File: config.mk
export PLATFORM = sky130hd
export DESIGN_NAME = instr_loader
export DESIGN_NICKNAME = d
export VERILOG_FILES = /design/src/rtl/instr_loader.sv
export SDC_FILE = /design/constraint.sdc
export NUM_CORES = 1
export LEC_CHECK = 0
export ABC_CLOCK_PERIOD_IN_PS = 2900
export CAP_MARGIN = 20
export CORE_MARGIN = 1.5
export CORE_UTILIZATION = 45
export CTS_CLUSTER_SIZE = 10
export DETAILED_ROUTE_END_ITERATION = 7
export PLACE_DENSITY_LB_ADDON = 0.25
export SETUP_SLACK_MARGIN = 0.5
export SYNTH_ARGS = -nofsm -noshare
export SYNTH_HDL_FRONTEND = slang
export SYNTH_SLANG_ARGS = --single-unit
File: constraint.sdc
create_clock -name CLK -period 2.9 [get_ports CLK]
set_input_delay 0.58 -clock CLK [delete_from_list [all_inputs] [get_ports CLK]]
set_output_delay 0.58 -clock CLK [all_outputs]
set_load 0.01 [all_outputs]
File: src/rtl/instr_loader.sv
// rtl/instr_loader.sv - byte-stream instruction-memory loader that holds the CPU in reset until the image is written.
// Optional trailing XOR checksum byte: define LOADER_CHECKSUM_EN.
module instr_loader #(
  parameter int ADDR_W = 10,
  parameter int WORD_W = 16
) (
  input  logic              CLK,
  input  logic              RST_N,
  input  logic              start,
  input  logic [7:0]        in_data,
  input  logic              in_valid,
  output logic              in_ready,
  output logic              imem_we,
  output logic [ADDR_W-1:0] imem_addr,
  output logic [WORD_W-1:0] imem_wdata,
  output logic              cpu_rst_n,
  output logic              busy,
  output logic              done,
  output logic              err,
  output logic [15:0]       word_count
);

  typedef enum logic [2:0] {
    S_IDLE,
    S_LEN_HI,
    S_LEN_LO,
    S_DATA_HI,
    S_DATA_LO,
    S_CSUM,
    S_DONE,
    S_ERR
  } state_t;

  localparam logic [16:0] CAP = 17'd1 << ADDR_W;

`ifdef LOADER_CHECKSUM_EN
  localparam state_t AFTER_LAST = S_CSUM;
  logic [7:0] csum;
`else
  localparam state_t AFTER_LAST = S_DONE;
`endif

  state_t      state, state_next;
  logic [15:0] idx;
  logic [7:0]  hi_byte;
  logic [15:0] len_full;
  logic        last_word;
  logic        accept;
  logic        restart;

  assign len_full  = {word_count[15:8], in_data};
  assign last_word = (idx + 16'd1) == word_count;
  assign accept    = in_valid && in_ready;

  always_ff @(posedge CLK or negedge RST_N) begin
    if (!RST_N) state <= S_IDLE;
    else        state <= state_next;
  end

  always_comb begin
    state_next = state;
    in_ready   = 1'b0;
    busy       = 1'b0;
    done       = 1'b0;
    err        = 1'b0;
    restart    = 1'b0;
    case (state)
      S_IDLE: begin
        restart = start;
        if (start) state_next = S_LEN_HI;
      end
      S_LEN_HI: begin
        in_ready = 1'b1;
        busy     = 1'b1;
        if (in_valid) state_next = S_LEN_LO;
      end
      S_LEN_LO: begin
        in_ready = 1'b1;
        busy     = 1'b1;
        // Oversize lengths are rejected before any data byte is consumed.
        if (in_valid) begin
          if ({1'b0, len_full} > CAP)  state_next = S_ERR;
          else if (len_full == 16'd0)  state_next = AFTER_LAST;
          else                         state_next = S_DATA_HI;
        end
      end
      S_DATA_HI: begin
        in_ready = 1'b1;
        busy     = 1'b1;
        if (in_valid) state_next = S_DATA_LO;
      end
      S_DATA_LO: begin
        in_ready = 1'b1;
        busy     = 1'b1;
        if (in_valid) state_next = last_word ? AFTER_LAST : S_DATA_HI;
      end
`ifdef LOADER_CHECKSUM_EN
      S_CSUM: begin
        in_ready = 1'b1;
        busy     = 1'b1;
        if (in_valid) state_next = (in_data == csum) ? S_DONE : S_ERR;
      end
`endif
      S_DONE: begin
        done    = 1'b1;
        restart = start;
        if (start) state_next = S_LEN_HI;
      end
      S_ERR: begin
        err     = 1'b1;
        restart = start;
        if (start) state_next = S_LEN_HI;
      end
      default: state_next = S_IDLE;
    endcase
  end

  always_ff @(posedge CLK or negedge RST_N) begin
    if (!RST_N) begin
      word_count <= 16'd0;
      idx        <= 16'd0;
      hi_byte    <= 8'd0;
      imem_we    <= 1'b0;
      imem_addr  <= '0;
      imem_wdata <= '0;
      cpu_rst_n  <= 1'b0;
`ifdef LOADER_CHECKSUM_EN
      csum       <= 8'd0;
`endif
    end else begin
      imem_we   <= 1'b0;
      // Release the CPU only once DONE has been held for a full cycle.
      cpu_rst_n <= (state == S_DONE) && (state_next == S_DONE);
      if (restart) begin
        idx <= 16'd0;
`ifdef LOADER_CHECKSUM_EN
        csum <= 8'd0;
`endif
      end
      if (accept) begin
`ifdef LOADER_CHECKSUM_EN
        csum <= csum ^ in_data;
`endif
        case (state)
          S_LEN_HI:  word_count[15:8] <= in_data;
          S_LEN_LO:  word_count[7:0]  <= in_data;
          S_DATA_HI: hi_byte          <= in_data;
          S_DATA_LO: begin
            imem_wdata <= {hi_byte, in_data};
            imem_addr  <= idx[ADDR_W-1:0];
            imem_we    <= 1'b1;
            idx        <= idx + 16'd1;
          end
          default: ;
        endcase
      end
    end
  end

endmodule

* After elaboration in Yosys (flattened, before gate mapping)
Index checks and enable logic that the tools add are counted. Widths: inputs -> output; s select.
Storage, ports and cells: register bits 71, bits of input ports 12
Operators by class: add/subtract/negate cells 1, magnitude comparators 1, equality and inequality tests 8, multiplexer cells 18, reductions and logical operators 10
Operator list (number):
- $mux 16 | 3
- $mux 3 | 8
- $add 16x1->16 const B | 1
- $eq 16x16->1 | 1
- $gt 16x11->1 const B | 1
- $logic_not 16->1 | 1
- $pmux 3 s5 | 1
- $eq 3x3->1 const B | 4
- $reduce_and 2->1 | 4
- $eq 3x2->1 const B | 2
- $mux 1 | 6
- $reduce_or 4->1 | 1
- $eq 3x1->1 const B | 1
- $logic_not 3->1 | 1
- $reduce_or 3->1 | 1
- $logic_and 1x1->1 | 2

* Depth between registers and ports, before layout
Gate-level depths: netlist of run 1.
depth after elaboration 7, depth in mapped cells 8

* Worst setup path before layout of run 1
OpenSTA, ideal clock, no wires.
path kind register -> register, from register idx[0], to register state[0], data arrival time 2.244 ns, setup slack 0.521 ns, stages on the path, launching flop included 7, path buffers 0, path through dfrtp_1 -> ha_1 -> xor2_1 -> or4_1 -> or4_1 -> nor4_2 -> o21ai_0
On the way: cells in the longest elaborated chain, start to end 5
RTL lines:
- from (decl) | line 44 | logic [15:0] idx;
- from (signal assigned) | line 152 | idx <= idx + 16'd1;
- $add 16x1->16 | line 52 | assign last_word = (idx + 16'd1) == word_count;
- $eq 16x16->1 | line 52
- $mux 3 (2 in series) | line 95 | if (in_valid) state_next = last_word ? AFTER_LAST : S_DATA_HI;
- $pmux 3 s5 | line 67 | case (state)
- via state_next[0] | line 43 | state_t state, state_next;
- to (signal assigned) | line 57 | else state <= state_next;
- to (decl) | line 43
The timed path passes the listed nets, and every way through them passes these cells. A chain may end at the register's enable or synchronous reset.

* Worst setup path in the final report of run 1
Same ends and word-level chain as after synthesis.

==> results.json, run 1 <==
{
  "async_flop_share": 1.00,
  "rows": 31,
  "synth_area_sq_mm": 0.00348,
  "h-tree-depth": 3,
  "critical_path.cell_chain": "ha_4, xor2_1, or4_1, or4_4, nor4_4, o21ai_0",
  "synth_area_per_cell_sq_um": 9.62,
  "dieArea_sq_mm": 0.00828,
  "hpwl_microns": 5710,
  "drt_iter0_drc": 270,
  "antenna-diode-count": 0,
  "max_freq_mhz": 421,
  "cts_buffers": 9,
  "worstSkewPairLatency_ns": 0.34,
  "worst_slew_pin_slew_ns": 0.487,
  "finalCriticalPeriod_ns": 2.38,
  "io_buffer_count": 59,
  "startpoint_type": "register",
  "skew_ns": 0.0117,
  "die_w_microns": 91.0,
  "synth_edf_count": 0,
  "fin_hold_ws_ns": 0.241,
  "setup-violations-final": 0,
  "cts_tree": "yes",
  "maxSlewViolCount": 0,
  "synth_nets": 375,
  "initial_core_util": 0.473,
  "status": "completed",
  "final_common_cell": "nand2_1",
  "ant_nets": 0,
  "wl_per_cell_microns": 16.0,
  "grt_max_degree": 72,
  "drcViolationCount": 0,
  "ys_seq_area_frac": 0.510,
  "routed_wl_microns": 8460,
  "end_kind": "register",
  "area_growth_pct": 28.8,
  "relSlewSlack": 0.674,
  "core_sq_mm": 0.00737,
  "yosysWarnings": 0,
  "path_max_fanout": 2,
  "cts_sinks": 71,
  "clk_pin_slew_ns": 0.08,
  "vias": 2831,
  "crit_buf_inv": 0,
  "clockRootBuffer": "clkbuf_8",
  "post-route-period-util": 0.820,
  "worstPathArrival_ns": 2.58,
  "ys.flop_type": "dfrtp_1",
  "cp_slowest_cell": "or4_4",
  "path_class": "reg2reg",
  "grt_pass1_wl_microns": 14100,
  "rsz0062_at_grt": "yes",
  "die_h_microns": 91.0,
  "first_global_vias": 2716,
  "syn_inst": 362,
  "firstDrtPassIters": 4,
  "hold_path_class": "in2async",
  "cellPowerDensity_mw_per_mm2": 922,
  "r2r_setup_slack_ns": 0.52,
  "nNetsFinal": 438,
  "critPathRequiredTime_ns": 3.10,
  "drv_cap": 0,
  "drive_above_1_share": 0.174,
  "via_per_inst": 5.35,
  "vdd_drop_max_uv": 563,
  "hold_viol": 0,
  "postCtsHoldBufs": 0,
  "synth_seq_cells": 71,
  "antenna_found_initial": 0,
  "pin_count": 60,
  "crit_family": "simple AND/OR/NAND/NOR gates",
  "fin_tns_setup_ns": 0,
  "cts_max_path_buffers": 2,
  "grt.overflow.total": 0,
  "mostFrequentLayoutCells": "97 x nand2_1, 65 x dfrtp_1, 57 x clkdlybuf4s50_1, 24 x o21ai_0, 24 x mux2_2",
  "leakage_nw": 1.97,
  "ys_types": 44,
  "slowest_delay_ns": 0.58,
  "track_usage": 0.216,
  "gp_congestion": 0.870
}
-- registers in the layout, summed over array words and instances (netlist names) --
signal and flops:
cpu_rst_n 1, imem_wdata 16, imem_we 1, idx 16, word_count 16, hi_byte 8
imem_addr 10, state 3
-- cell usage after synthesis, types with 2 or more instances --
cell type / instances / area [sq um]
xor2_1: 10 / 87.6
nand2_1: 97 / 364
mux2_2: 24 / 270
nor3b_1: 2 / 15.0
xnor2_1: 18 / 158
nand4_1: 5 / 31.3
nand2b_1: 3 / 18.8
buf_1: 3 / 11.3
and3_2: 3 / 22.5
nor3_1: 7 / 35.0
and3_1: 2 / 12.5
o21ai_0: 24 / 120
nor2b_1: 5 / 31.3
nor2_1: 18 / 67.6
nand3_1: 8 / 40.0
dfrtp_1: 71 / 1780
clkbuf_1: 15 / 56.3
o211ai_1: 2 / 15.0
nor4_1: 7 / 43.8
or4_1: 3 / 22.5
and2_1: 3 / 18.8
a21oi_1: 3 / 15.0
buf_2: 3 / 15.0
o31ai_1: 6 / 45.0
-- final timing paths --
| check | cells past startpoint | from | end |
|---|---|---|---|
| setup / recovery | 6 | idx[0] | state[0] |
| hold / removal | 2 | RST_N | cpu_rst_n |
| setup reg to reg | 6 | idx[0] | state[0] |
| hold reg to reg | 2 | hi_byte[1] | imem_wdata[9] |
| max in group asynchronous | 2 | RST_N | idx[4] |
| min in group CLK | 2 | hi_byte[1] | imem_wdata[9] |
-- through the flow --
stage / instances / instance area [sq um] / setup slack (ns) / utilization / power, W
global placement: 507 / 4180 / 0.206 / 0.567 / 0.00325
floorplan: 362 / 3480 / 0.521 / - / 0.00250
CTS: 527 / 4450 / 0.501 / 0.604 / 0.00415
finish: 529 / 4490 / 0.522 / 0.609 / 0.00414
detailed placement: 507 / 4180 / 0.0822 / 0.567 / 0.00330
global route: 529 / 4490 / 0.477 / 0.609 / 0.00438
-- kinds of logic after synthesis --
logic type / Yosys count / share of synthesized area
adders and majority gates: 1 / 0.00359
buffers and inverters: 25 / 0.0312
and+or+nand+nor: 169 / 0.223
AOI/OAI and AO/OA: 42 / 0.0729
DFF: 71 / 0.510
muxes: 25 / 0.0805
xor gates and xnor gates: 29 / 0.0783
-- final cells by class --
class / count / area, sq um
inverters: 2 / 7.51
flip-flops and latches: 71 / 1780
clock inverters: 5 / 57.6
repair buffers: 75 / 721
fillers: 645 / 2880
clock buffers: 11 / 141
well taps: 99 / 124
multi-input cells: 266 / 1650
-- timing repair --
action	CTS	global route
setup buffers	4	1
endpoints found under the setup margin	4	5
gates resized for setup	12	4
pin swaps	2	1
-- power by group --
| part | switching, W | total (W) | internal [W] | leakage [nW] |
|---|---|---|---|---|
| Clock | 0.000370 | 0.000791 | 0.000421 | 0.103 |
| Combinational | 0.000711 | 0.00167 | 0.000963 | 0.964 |
| Sequential | 0.000349 | 0.00167 | 0.00132 | 0.906 |
| Total | 0.00143 | 0.00414 | 0.00271 | 1.97 |
-- per-layer routing --
metal  track usage  wire (microns)
met2         0.348            4200
met4        0.0573             104
met5             0               0
met3        0.0544             390
met1         0.290            3770
-- worst register-to-register path, delay by kind of cell, from the launching register on --
family	cells	cell delay, ns
AO/OA/AOI/OAI	1	0.13
adder cells (fa/ha/maj)	1	0.25
AND/OR/NAND/NOR	3	1.31
XOR/XNOR	1	0.13
flip-flops	1	0.44
(Power assumes the default switching activity.)
==> run 2: changes to the inputs <==
--- a/config.mk
+++ b/config.mk
@@ -5,7 +5,7 @@
 export SDC_FILE = /design/constraint.sdc
 export NUM_CORES = 1
 export LEC_CHECK = 0
-export ABC_CLOCK_PERIOD_IN_PS = 2900
+export ABC_CLOCK_PERIOD_IN_PS = 2100
 export CAP_MARGIN = 20
 export CORE_MARGIN = 1.5
 export CORE_UTILIZATION = 45
==> constraint.sdc (replaced) <==
create_clock -name CLK -period 2.1 [get_ports CLK]
set_input_delay 0.42 -clock CLK [delete_from_list [all_inputs] [get_ports CLK]]
set_output_delay 0.42 -clock CLK [all_outputs]
set_load 0.01 [all_outputs]
==> results.json, run 2 (synthesis results as in run 1) <==
{
  "rr_endpoint": "state[0]",
  "vias": 3549,
  "grt.overflow.total": 0,
  "track_usage": 0.246,
  "fin_hold_ws_ns": 0.0543,
  "end_kind": "register",
  "io_buffer_count": 59,
  "cp_slowest_cell": "or4_4",
  "via_per_inst": 5.90,
  "setup-violations-final": 2,
  "cts_max_path_buffers": 2,
  "drt_iter0_drc": 363,
  "fin_tns_setup_ns": -0.784,
  "rsz0062_at_grt": "yes",
  "area_growth_pct": 63.1,
  "finalCriticalPeriod_ns": 2.55,
  "final_util": 0.771,
  "gp_congestion": 0.831,
  "crit_buf_inv": 0,
  "skew_ns": 0.0182,
  "nNetsFinal": 511,
  "relSlewSlack": 0.672,
  "r2r-start": "idx[1]",
  "antenna-diode-count": 0,
  "die_w_microns": 91.0,
  "status": "finished, violations left",
  "crit_family": "simple AND/OR/NAND/NOR gates",
  "grt_pass1_wl_microns": 15700,
  "critPathRequiredTime_ns": 2.30,
  "mostFrequentLayoutCells": "61 x dfrtp_1, 52 x buf_4, 46 x nand2_1, 38 x dlygate4sd2_1, 31 x nand2_2",
  "slowest_delay_ns": 0.58,
  "cellPowerDensity_mw_per_mm2": 1170,
  "dieArea_sq_mm": 0.00828,
  "pin_count": 60,
  "cts_buffers": 9,
  "violations": "setup timing",
  "firstDrtPassIters": 5,
  "first_global_vias": 3182,
  "worst_slew_pin_slew_ns": 0.490,
  "drive_above_1_share": 0.491,
  "core_sq_mm": 0.00737,
  "cts_sinks": 71,
  "worstSkewPairLatency_ns": 0.37,
  "leakage_nw": 2.75,
  "grt_max_degree": 72,
  "cts_tree": "yes",
  "initial_core_util": 0.473,
  "clk_pin_slew_ns": 0.08,
  "fillers": 446,
  "maxSlewViolCount": 0,
  "ant_nets": 0,
  "hold_path_class": "in2async",
  "top_regs": "idx (16), imem_wdata (16), word_count (16)",
  "routed_wl_microns": 13300,
  "path_class": "reg2reg",
  "hpwl_microns": 5960,
  "wl_per_cell_microns": 22.2,
  "startpoint_type": "register",
  "post-route-period-util": 1.22,
  "drcViolationCount": 0,
  "die_h_microns": 91.0,
  "hold_viol": 0,
  "antenna_found_initial": 0,
  "rows": 31,
  "path_max_fanout": 2,
  "clockRootBuffer": "clkbuf_8",
  "r2r.worst_path.cells": 6,
  "vdd_drop_max_uv": 866,
  "critical_path.cell_chain": "ha_4, xor2_1, or4_1, or4_4, nor4_4, o21ai_0",
  "r2r_setup_slack_ns": -0.45,
  "h-tree-depth": 3,
  "drv_cap": 0,
  "max_freq_mhz": 392,
  "timing.final.ws_setup_ns": -0.454,
  "worstPathArrival_ns": 2.75,
  "final_common_cell": "dfrtp_1"
}
run 2: cell types whose count changed in the layout (fill, tap and decap cells not counted), moves of 9 or more:
cell | previous run | this run
buf_4 | 15 | 52
nand2_1 | 97 | 46
buf_6 | 0 | 19
dlygate4sd2_1 | 0 | 38
nand2_4 | 0 | 20
nand2_2 | 0 | 31
clkdlybuf4s50_1 | 57 | 9
nor2_1 | 17 | 8
o21ai_0 | 24 | 4
o21ai_1 | 0 | 13
run 2: power by group:
| group | leakage, nW | internal [W] | switching [W] |
|---|---|---|---|
| Sequential | 0.902 | 0.00184 | 0.000497 |
| Combinational | 1.76 | 0.00170 | 0.00156 |
| Clock | 0.0853 | 0.000459 | 0.000577 |
| Total | 2.75 | 0.00400 | 0.00264 |
run 2: what timing repair did:
action,4_1_cts,5_1_grt
buffers inserted,17,16
hold buffers,0,0
pin swaps,3,55
gates resized for setup,74,188
endpoints found under the setup margin,100,67
cloned,2,10
run 2: worst max path at each step:
stage | end | slack, ns | from | depth (start not counted)
floorplan | state[0] | -0.12 | idx[1] | 6
global placement | state[0] | -0.17 | idx[1] | 6
detailed placement | state[0] | -0.23 | idx[1] | 6
CTS | state[2] | -0.22 | idx[1] | 6
global route | state[0] | -0.48 | idx[1] | 6
finish | state[0] | -0.45 | idx[1] | 6
run 2: through the flow:
stage	instance area (sq um)	total power [W]	setup WS (ns)	std cells
2_1_floorplan	3520	0.00347	-0.119	362
3_3_place_gp	4470	0.00467	-0.169	541
3_5_place_dp	4470	0.00475	-0.234	541
4_1_cts	4880	0.00580	-0.224	576
5_1_grt	5680	0.00692	-0.479	602
6_report	5680	0.00664	-0.454	602
run 2: per-layer routing:
layer  share of wire  vias up  track usage
met2            0.51      195        0.412
met3           0.067       78       0.0528
met4           0.072        0        0.115
met1            0.35     1766        0.301
li1                -     1510            -
met5               0        -            0
run 2: final cells by class:
| type | count | area [sq um] | area share |
|---|---|---|---|
| clock inverter | 5 | 33.8 | 0.00595 |
| timing repair buffer | 147 | 1440 | 0.253 |
| timing repair inverter | 1 | 16.3 | 0.00286 |
| tap | 99 | 124 | 0.0218 |
| multi-input combinational | 266 | 2120 | 0.373 |
| inverter | 2 | 20.0 | 0.00352 |
| sequential | 71 | 1790 | 0.315 |
| clock buffer | 11 | 141 | 0.0249 |
==> run 3: changes to the inputs <==
--- a/config.mk
+++ b/config.mk
@@ -5,12 +5,13 @@
 export SDC_FILE = /design/constraint.sdc
 export NUM_CORES = 1
 export LEC_CHECK = 0
-export ABC_CLOCK_PERIOD_IN_PS = 2100
+export ABC_CLOCK_PERIOD_IN_PS = 3100
 export CAP_MARGIN = 20
 export CORE_MARGIN = 1.5
 export CORE_UTILIZATION = 45
 export CTS_CLUSTER_SIZE = 10
 export DETAILED_ROUTE_END_ITERATION = 7
+export HOLD_SLACK_MARGIN = 0.1
 export PLACE_DENSITY_LB_ADDON = 0.25
 export SETUP_SLACK_MARGIN = 0.5
 export SYNTH_ARGS = -nofsm -noshare
==> constraint.sdc (replaced) <==
create_clock -name CLK -period 3.1 [get_ports CLK]
set_input_delay 0.62 -clock CLK [delete_from_list [all_inputs] [get_ports CLK]]
set_output_delay 0.62 -clock CLK [all_outputs]
set_load 0.01 [all_outputs]
==> results.json, run 3 (synthesis results as in run 1) <==
{
  "status": "completed",
  "hold_path_class": "in2async",
  "timing.final.ws_setup_ns": 0.636,
  "antenna_found_initial": 0,
  "critPathRequiredTime_ns": 3.31,
  "worstSkewPairLatency_ns": 0.34,
  "area_growth_pct": 29.7,
  "setup-violations-final": 0,
  "place_ws_ns": 0.323,
  "die_h_microns": 91.0,
  "ant_nets": 0,
  "mostFrequentLayoutCells": "97 x nand2_1, 68 x dfrtp_1, 58 x clkdlybuf4s50_1, 24 x o21ai_0, 24 x mux2_2",
  "grt_max_degree": 47,
  "fin_cells": 524,
  "pin_count": 60,
  "fillers": 631,
  "combPwrFrac": 0.374,
  "r2r-start": "idx[0]",
  "finalCriticalPeriod_ns": 2.46,
  "skew_ns": 0.00616,
  "cp_slowest_cell": "or4_1",
  "relSlewSlack": 0.562,
  "cts_buffers": 9,
  "rows": 31,
  "via_per_inst": 5.41,
  "antenna-diode-count": 0,
  "track_usage": 0.209,
  "swShare": 0.322,
  "grt_pass1_wl_microns": 13700,
  "drt_iter0_drc": 324,
  "rsz0062_at_grt": "no",
  "switching_power_w": 0.00132,
  "vias": 2836,
  "path_class": "reg2reg",
  "place_area_sq_mm": 0.00416,
  "path_max_fanout": 5,
  "clk_pin_slew_ns": 0.07,
  "initial_core_util": 0.473,
  "grt.overflow.total": 0,
  "final_util": 0.613,
  "routed_wl_microns": 8200,
  "maxSlewViolCount": 0,
  "cts_sinks": 71,
  "firstDrtPassIters": 4,
  "max_freq_mhz": 406,
  "cts_max_path_buffers": 2,
  "pwr-share-seq": 0.383,
  "slowest_delay_ns": 0.61,
  "final_common_cell": "nand2_1",
  "h-tree-depth": 3,
  "nNetsFinal": 433,
  "cp_common_cell": "or4_1",
  "clockRootBuffer": "clkbuf_8",
  "post-route-period-util": 0.795,
  "worst_slew_pin_slew_ns": 0.657,
  "dieArea_sq_mm": 0.00828,
  "final_cell_area_sq_mm": 0.00452,
  "wl_per_cell_microns": 15.6,
  "hpwl_microns": 5450,
  "io_buffer_count": 59,
  "gp_congestion": 0.899,
  "vdd_drop_max_uv": 498,
  "startpoint_type": "register",
  "worstPathArrival_ns": 2.68,
  "first_global_vias": 2729,
  "drive_above_1_share": 0.155,
  "die_w_microns": 91.0,
  "fin_tns_setup_ns": 0,
  "top_regs": "idx (16), imem_wdata (16), word_count (16)",
  "end_kind": "register",
  "dp.cells": 503,
  "clkPwrFrac": 0.243,
  "leakage_nw": 1.98,
  "cts_tree": "yes",
  "drv_cap": 0,
  "internal_power_w": 0.00277,
  "hold_viol": 0,
  "drcViolationCount": 0,
  "cellPowerDensity_mw_per_mm2": 906,
  "core_sq_mm": 0.00737,
  "critical_path.cell_chain": "ha_4, xor2_1, or4_1, or4_1, nor4_4, o21ai_0",
  "cp-startpoint": "idx[0]"
}
[run 3: cell count changes in the layout (fill, tap and decap cells not counted), moves of 9 or more]
cell             delta
nand2_1            +51
clkdlybuf4s50_1    +49
buf_4              -43
dlygate4sd2_1      -38
nand2_2            -31
nand2_4            -20
o21ai_0            +20
buf_6              -19
o21ai_1            -13
nor2_1              +9
[run 3: worst max-delay path, delay by kind of cell (launching register included)]
kind / cells / cell delay (ns)
and+or+nand+nor: 3 / 1.39
DFF: 1 / 0.45
adders and majority gates: 1 / 0.26
xor gates and xnor gates: 1 / 0.13
AOI/OAI and AO/OA: 1 / 0.11
[run 3: repair_timing]
action / 4_1_cts / 5_1_grt
hold buffers: 0 / 0
buffers inserted: 0 / 4
resized for setup: 4 / 6
endpoints found under the setup margin: 2 / 4
pin swaps: 0 / 1
[run 3: worst paths after layout]
| check | slack (ns) | to | depth (start not counted) |
|---|---|---|---|
| worst min-delay path | 0.30 | idx[15] | 1 |
| max in group asynchronous | 2.11 | idx[0] | 2 |
| worst max-delay path | 0.64 | state[0] | 6 |
| min in group CLK | 0.46 | imem_wdata[8] | 2 |
| worst min register to register | 0.46 | imem_wdata[8] | 2 |
| worst max register to register | 0.64 | state[0] | 6 |
[run 3: metrics by stage]
stage               power, W  hold slack, ns
detailed placement   0.00307           0.455
CTS                  0.00408           0.301
global placement     0.00304           0.442
global route         0.00434           0.328
floorplan            0.00234           0.324
finish               0.00409           0.300
[run 3: power groups by stage]
stage	logic, W	registers [W]	clock network (W)
after floorplan	0.000760	0.00157	0
after global placement	0.00147	0.00157	0
after detailed placement	0.00150	0.00157	0
after CTS	0.00151	0.00156	0.00100
after global routing	0.00167	0.00161	0.00105
final	0.00153	0.00157	0.000993
[run 3: cell type report]
cell class	instances	area [sq um]	share of cell area
sequential	71	1780	0.394
tap	99	124	0.0274
clock buffer	11	141	0.0313
clock inverter	5	129	0.0285
timing repair buffer	70	693	0.153
multi-input combinational	266	1640	0.363
inverter	2	7.51	0.00166
[run 3: layer usage]
layer | routed length (microns) | GRT usage | part of all wire
met1 | 3750 | 0.283 | 0.46
met2 | 3850 | 0.320 | 0.47
met3 | 447 | 0.0536 | 0.055
met4 | 141 | 0.0807 | 0.017
met5 | 0 | 0 | 0
